==> src/rtl/ycbcr2rgb.sv <==
// ycbcr2rgb: three-stage pipelined full-range BT.601 YCbCr -> RGB converter.
// Stage 1 centres chroma and scales luma, stage 2 forms the four products,
// stage 3 sums, rounds, floors and saturates. valid/sof travel alongside.
module ycbcr2rgb #(
    parameter int FRAC = 14  // fractional coefficient bits, 10..16
) (
    input  logic       iClk,
    input  logic       iRst_n,
    input  logic       iEn,
    input  logic       iValid,
    input  logic       iSof,
    input  logic [7:0] iY,
    input  logic [7:0] iCb,
    input  logic [7:0] iCr,
    output logic       oValid,
    output logic       oSof,
    output logic [7:0] oR,
    output logic [7:0] oG,
    output logic [7:0] oB
);

    // Accumulator width leaves headroom well beyond the worst-case sum.
    localparam int ACC = FRAC + 12;

    // Coefficients are round(c * 2^FRAC), evaluated in integer arithmetic.
    localparam logic signed [ACC-1:0] KR   = ACC'(((64'd1402   << FRAC) + 64'd500)    / 64'd1000);
    localparam logic signed [ACC-1:0] KGB  = ACC'(((64'd344136 << FRAC) + 64'd500000) / 64'd1000000);
    localparam logic signed [ACC-1:0] KGR  = ACC'(((64'd714136 << FRAC) + 64'd500000) / 64'd1000000);
    localparam logic signed [ACC-1:0] KB   = ACC'(((64'd1772   << FRAC) + 64'd500)    / 64'd1000);
    localparam logic signed [ACC-1:0] HALF = ACC'(64'd1 << (FRAC - 1));
    localparam logic signed [ACC-1:0] MAX8 = ACC'(255);

    // Stage 1
    logic                  r_v1;
    logic                  r_sof1;
    logic signed [ACC-1:0] r_ys1;
    logic signed [8:0]     r_d;
    logic signed [8:0]     r_e;
    // Stage 2
    logic                  r_v2;
    logic                  r_sof2;
    logic signed [ACC-1:0] r_ys2;
    logic signed [ACC-1:0] r_pr;
    logic signed [ACC-1:0] r_pgb;
    logic signed [ACC-1:0] r_pgr;
    logic signed [ACC-1:0] r_pb;
    // Stage 3
    logic                  r_v3;
    logic                  r_sof3;
    logic [7:0]            r_r;
    logic [7:0]            r_g;
    logic [7:0]            r_b;

    logic signed [ACC-1:0] w_d;
    logic signed [ACC-1:0] w_e;
    logic signed [ACC-1:0] w_sr;
    logic signed [ACC-1:0] w_sg;
    logic signed [ACC-1:0] w_sb;
    logic [7:0]            w_r;
    logic [7:0]            w_g;
    logic [7:0]            w_b;

    // Floor-shift a rounded sum back to integer and clamp into 0..255.
    function automatic logic [7:0] sat8(input logic signed [ACC-1:0] sum);
        logic signed [ACC-1:0] q;
        q = sum >>> FRAC;
        if (q[ACC-1])
            return 8'd0;
        else if (q > MAX8)
            return 8'hFF;
        else
            return q[7:0];
    endfunction

    assign w_d = {{(ACC-9){r_d[8]}}, r_d};
    assign w_e = {{(ACC-9){r_e[8]}}, r_e};

    // Stage-3 sums with rounding offset, then saturation.
    always_comb begin
        w_sr = r_ys2 + r_pr + HALF;
        w_sg = r_ys2 - r_pgb - r_pgr + HALF;
        w_sb = r_ys2 + r_pb + HALF;
        w_r  = sat8(w_sr);
        w_g  = sat8(w_sg);
        w_b  = sat8(w_sb);
    end

    // Pipeline registers; iEn=0 freezes every stage including valid/sof.
    always_ff @(posedge iClk or negedge iRst_n) begin
        if (!iRst_n) begin
            r_v1   <= 1'b0;
            r_sof1 <= 1'b0;
            r_ys1  <= '0;
            r_d    <= '0;
            r_e    <= '0;
            r_v2   <= 1'b0;
            r_sof2 <= 1'b0;
            r_ys2  <= '0;
            r_pr   <= '0;
            r_pgb  <= '0;
            r_pgr  <= '0;
            r_pb   <= '0;
            r_v3   <= 1'b0;
            r_sof3 <= 1'b0;
            r_r    <= '0;
            r_g    <= '0;
            r_b    <= '0;
        end else if (iEn) begin
            r_v1   <= iValid;
            r_sof1 <= iSof & iValid;
            r_ys1  <= {{(ACC-8-FRAC){1'b0}}, iY, {FRAC{1'b0}}};
            r_d    <= 9'({1'b0, iCb}) - 9'd128;
            r_e    <= 9'({1'b0, iCr}) - 9'd128;

            r_v2   <= r_v1;
            r_sof2 <= r_sof1;
            r_ys2  <= r_ys1;
            r_pr   <= KR  * w_e;
            r_pgb  <= KGB * w_d;
            r_pgr  <= KGR * w_e;
            r_pb   <= KB  * w_d;

            r_v3   <= r_v2;
            r_sof3 <= r_sof2;
            r_r    <= w_r;
            r_g    <= w_g;
            r_b    <= w_b;
        end
    end

    assign oValid = r_v3;
    assign oSof   = r_sof3;
    assign oR     = r_r;
    assign oG     = r_g;
    assign oB     = r_b;

endmodule
==> config.mk <==
export PLATFORM = sky130hd
export DESIGN_NAME = ycbcr2rgb
export DESIGN_NICKNAME = d
export VERILOG_FILES = /design/src/rtl/ycbcr2rgb.sv
export SDC_FILE = /design/constraint.sdc
export NUM_CORES = 1
export LEC_CHECK = 0
export CORE_ASPECT_RATIO = 1.4
export CORE_MARGIN = 2
export CORE_UTILIZATION = 50
export CTS_BUF_LIST = sky130_fd_sc_hd__clkbuf_16
export DETAILED_ROUTE_END_ITERATION = 7
export GPL_ROUTABILITY_DRIVEN = 0
export PLACE_DENSITY = 0.77
export SLEW_MARGIN = 20
export SYNTH_ARGS = -nofsm -noshare
export SYNTH_HDL_FRONTEND = slang
export SYNTH_SLANG_ARGS = --single-unit
==> constraint.sdc <==
create_clock -name iClk -period 7.23 [get_ports iClk]
set_input_delay 1.0845 -clock iClk [delete_from_list [all_inputs] [get_ports iClk]]
set_output_delay 1.0845 -clock iClk [all_outputs]
set_load 0.05 [all_outputs]
Word level (Yosys, flattened, before mapping)
Index checks and enable logic that the tools add are counted.
{"block": "totals", "register_bits": 161, "wordCells": 40, "output_inout_bits": 26}
{"block": "classes", "order_cmp": 3, "bitwise_logic": 1, "addsub": 9, "multipliers": 4, "mux": 6}
{"operator": "$add A26 B15 Y26 const B", "n": 3}
{"operator": "$mul A13 B9 Y22 const A", "n": 3}
{"operator": "$add A23 B26 Y26", "n": 2}
{"operator": "$mux W8", "n": 6}
{"operator": "$gt A12 B9 Y1 const B", "n": 3}
{"operator": "$sub A23 B26 Y26", "n": 1}
{"operator": "$sub A26 B26 Y26", "n": 1}
{"operator": "$mul A15 B9 Y24 const A", "n": 1}
{"operator": "$sub A8 B8 Y9 const B", "n": 2}
{"operator": "$and A1 B1 Y1", "n": 1}

Logic depth before layout (Yosys ltp)
{"block": "logic_depth", "depth_word": 6, "depth_mapped": 19}

Least setup slack after synthesis
Ideal clock, no wire load.
{"block": "synth_timing", "kind": "register to register", "startpoint": "reg r_e[1]", "endpoint": "reg r_pgr[24]", "required_time_ns": 7.086, "stages_incl_launch_ff": 20, "slack_ns": 2.000, "arrival_time_ns": 5.086, "cell_sequence": "dfrtp_1 -> ha_1 -> inv_1 -> fa_1 -> inv_1 -> fa_1 -> inv_1 -> fa_1 -> inv_1 -> ha_1 -> ha_1 -> a21o_1 -> a21o_1 -> a2111oi_1 -> nor3_1 -> a2111oi_2 -> o31ai_1 -> a21oi_1 -> xnor2_1 -> mux2i_1"}
{"block": "synth_via", "elab_chain_len": 1}
{"element": "start: declaration", "line": "38", "rtl": "logic signed [8:0] r_e;"}
{"element": "start signal: assignment", "line": "113", "rtl": "r_e <= 9'({1'b0, iCr}) - 9'd128;"}
{"element": "$mul A13 B9 Y22", "line": "120", "rtl": "r_pgr <= KGR * w_e;"}
{"element": "end signal: assignment", "line": "120"}
{"element": "end: declaration", "line": "45", "rtl": "logic signed [ACC-1:0] r_pgr;"}
Every way passes these cells.
A chain may end at the register's enable or synchronous reset.

Final worst setup path
Same ends and word-level chain as after synthesis.

==> flow_summary.yaml <==
run_status:
  status: "completed"
cts:
  cts_post_setup_buffers_inserted: 0
  number_of_buffers_between_clock_root_and_the_deepest_sink: 2
  cts_num_sinks: 130
  cts_hold_buffers: 0
  tritoncts_clock_tree: "built"
  clk_latency_ns: 0.43
  cts_max_level: 4
  cts_root_buf: "sky130_fd_sc_hd__clkbuf_16"
  clk_transition_reported_paths_ns: 0.06
  tritoncts.num_buffers: 17
  cts_resized: 0
sta:
  report.final.hold_viol_count: 0
  tns_ns: 0
  report.final.slew_viol_count: 0
  timing.final.crit_period_ns: 5.77
  fin_worst_skew_ns: 0.0127
  grt_setup_unrepaired: "no"
  post-route-period-util_pct: 79.8
  finalSetupViolCount: 0
  least_margin_pin_slew_ns: 0.853
  max_slew_margin_pct: 43.1
  maximum_achievable_frequency_mhz: 173
synth:
  synthXorXnorAreaFrac_pct: 4.60
  async_set_or_reset_flop_fraction_in_the_synthesized_netlist_pct: 100
  summed_instance_area_of_the_synthesized_netlist_sq_um: 13500
  postSynth.topFlopCell: "sky130_fd_sc_hd__dfrtp_1"
  adder_cell_fraction_of_synth_area_pct: 40.8
  synth_sequential_area_ratio_pct: 24.1
  synthesis.area_per_instance_sq_um: 10.1
  area_fraction_in_compound_gates_after_synthesis_pct: 11.9
  synth_commonest_cells: "sky130_fd_sc_hd__ha_1, sky130_fd_sc_hd__inv_1, sky130_fd_sc_hd__dfrtp_1, sky130_fd_sc_hd__fa_1, sky130_fd_sc_hd__nand2_1"
  synth_edf_count: 0
  synth.area.mux_share_pct: 4.65
  synthDominantAreaCellType: "sky130_fd_sc_hd__ha_1"
  synth_nets: 1743
  syn-instance-count: 1334
  yosys.cell_count.top_type: "sky130_fd_sc_hd__ha_1"
  synth_top_family_by_area: "adder cells"
  synth_simple_gate_area_share_pct: 6.77
  yosysTopAreaCellShare_pct: 25.7
  yosys_register_bits: 130
  ys_types: 64
  ys.warnings.count: 0
  synth_top_cells_by_area: "sky130_fd_sc_hd__ha_1, sky130_fd_sc_hd__dfrtp_1, sky130_fd_sc_hd__fa_1"
critical_path:
  worstSetupPathType: "register to register"
  crit_path_start: "r_e[1]"
  worst_ep_required_time_ns: 7.49
  worstSetupStartpointType: "register"
  crit_path_end_kind: "register"
  critical_path_arrival_ns: 6.03
  r2r_start: "r_e[1]"
  r2r_slack_ns: 1.46
  critical_path.reg2reg.endpoint: "r_pgr[24]"
  peak_fanout_along_the_critical_path: 8
  rr_worst_depth: 19
route:
  route.detailed.vias_per_inst: 5.38
  totalWireLength_mm: 28.8
  wl_per_cell_microns: 16.3
  detailedRoute.firstIterationViolations: 360
  post-route-drc-count: 0
  drt_pass1_iterations: 5
  drtAntennaViolNets: 0
  dr_total_vias: 9523
floorplanning:
  die_area_sq_um: 28400
  starting_density_of_the_core_pct: 50.6
  die_x_microns: 143
  core_sq_um: 26700
  rows: 71
  num_ports: 55
  fp.dieH_microns: 199
flow_run:
  timing.max_cap.violations: 0
pwr:
  power.combinational.fraction_pct: 72.4
  clkPwrFrac_pct: 11.7
  switchingPower_w: 0.00355
  power.density_nw_per_um2: 494
  power_switching_share_pct: 47.7
  power.ir.vdd_worst_v: 0.000314
  leakage_nw: 7.78
  internal_power_w: 0.00388
  seqPwrFrac_pct: 16.0
global_routing:
  grt_max_degree: 80
  first_global_vias: 10400
  grt_antenna_before_repair: 0
  track_usage_pct: 21.7
  gr-total-overflow: 0
  grt_pass1_wl_mm: 48.9
worst_hold_path:
  whs_path_depth: 2
  min_to: "r_pgr[18]"
  holdCritPathClass: "register to register"
  holdCritStartpoint: "r_pgr[18]"
placed_design:
  placement.io_buffers: 54
  post-dp-hpwl_mm: 23.0
  place_inst: 1737
cells_and_area:
  nNetsFinal: 1800
  layout.cells.non_filler: 1769
  num_antenna_cells: 0
  final_layout_size_suffix_gt1_share_pct: 7.26
  area_overhead_vs_synth_pct: 11.4
[through the flow]
| step | hold WS, ns | utilization [%] | setup slack (ns) | power (W) | instance area [sq um] |
|---|---|---|---|---|---|
| 2_1_floorplan | 0.449 | - | 2.00 | 0.00528 | 13500 |
| 3_3_place_gp | 0.475 | 54.1 | 1.60 | 0.00633 | 14500 |
| 3_5_place_dp | 0.479 | 54.1 | 1.50 | 0.00653 | 14500 |
| 4_1_cts | 0.492 | 56.3 | 1.44 | 0.00749 | 15100 |
| 5_1_grt | 0.505 | 56.3 | 1.09 | 0.00820 | 15100 |
| 6_report | 0.485 | 56.3 | 1.46 | 0.00743 | 15100 |
[power by group through the flow]
stage	Sequential [W]	Clock, W	Combinational, W
CTS	0.00119	0.000884	0.00542
detailed placement	0.00119	0	0.00534
floorplan	0.00137	0	0.00391
global placement	0.00118	0	0.00515
finish	0.00119	0.000868	0.00538
global route	0.00122	0.000919	0.00606
[cell type report]
class / count / area, sq um
Sequential cell: 130 / 3250
Clock buffer: 17 / 425
Clock inverter: 15 / 158
Fill cell: 2202 / 11700
Multi-Input combinational cell: 946 / 9300
Inverter: 237 / 890
Timing Repair Buffer: 59 / 577
Tap cell: 365 / 457
[per-layer routing]
metal	vias to the layer above	routed length, microns	global-route usage [%]
met5	-	0	0
met4	0	1010	8.43
met3	66	848	3.18
met2	139	15300	40.5
met1	4697	11600	24.6
li1	4621	-	-
[sequential cells by signal (all words and copies together), names as in the netlist]
register,flops
r_ys1,8
oValid,1
r_d,8
r_sof1,1
r_pgr,22
r_pr,12
r_v1,1
r_e,8
r_pgb,21
r_pb,13
oG,8
oR,8
oB,8
oSof,1
r_v2,1
r_sof2,1
r_ys2,8
[critical path: stages (launching register included)]
cell and delay, ns:
sky130_fd_sc_hd__dfrtp_1 0.51, sky130_fd_sc_hd__ha_1 0.51, sky130_fd_sc_hd__inv_1 0.10, sky130_fd_sc_hd__fa_1 0.51, sky130_fd_sc_hd__inv_1 0.07, sky130_fd_sc_hd__fa_1 0.50, sky130_fd_sc_hd__inv_1 0.05, sky130_fd_sc_hd__fa_1 0.50
sky130_fd_sc_hd__inv_1 0.04, sky130_fd_sc_hd__ha_1 0.33, sky130_fd_sc_hd__ha_1 0.31, sky130_fd_sc_hd__a21o_1 0.18, sky130_fd_sc_hd__a21o_1 0.21, sky130_fd_sc_hd__a2111oi_1 0.57, sky130_fd_sc_hd__nor3_1 0.17, sky130_fd_sc_hd__a2111oi_2 0.45
sky130_fd_sc_hd__o31ai_1 0.18, sky130_fd_sc_hd__a21oi_1 0.20, sky130_fd_sc_hd__xnor2_1 0.13, sky130_fd_sc_hd__mux2i_1 0.09
[worst max-delay path by stage]
stage               slack (ns)  cells past startpoint   endpoint
floorplan                 2.00                     19  r_pgr[24]
global placement          1.60                     19  r_pgr[24]
detailed placement        1.50                     19  r_pgr[24]
CTS                       1.44                     19  r_pgr[24]
global route              1.09                     19  r_pgr[24]
finish                    1.46                     19  r_pgr[24]
[cells by family (layout without fill, tap and decap cells)]
family / Yosys count / in the layout
adders and majority gates: 380 / 380
DFF: 130 / 130
buffers and inverters: 258 / 328
AOI/OAI and AO/OA: 240 / 240
muxes: 57 / 57
xor gates and xnor gates: 71 / 71
and+or+nand+nor: 198 / 198
[cells in the final DEF (no fill, tap or decap), drive strengths merged, types with 3 or more instances in the layout]
cell type      instances
nor3                  10
o21bai                 9
mux2i                 11
clkbuf                17
nand2b                 3
a31o                   4
a31oi                  7
ha                   278
nor2                  50
inv                  245
a221oi                 3
mux2                  46
nor2b                  8
o31ai                  6
and2                   4
clkdlybuf4s50         52
clkinvlp               3
nand3                 20
or2                   11
a221o                 10
nand4                  3
o21a                   5
a2111oi                3
dfrtp                130
or3                    3
nand2                 71
buf                    7
and3                   7
xnor2                 51
a21oi                 63
xor2                  20
fa                   102
o21ai                 57
o31a                   3
o2bb2ai               10
o211ai                 7
a211oi                 8
a21o                  26
Power figures use the tool's default switching activity.
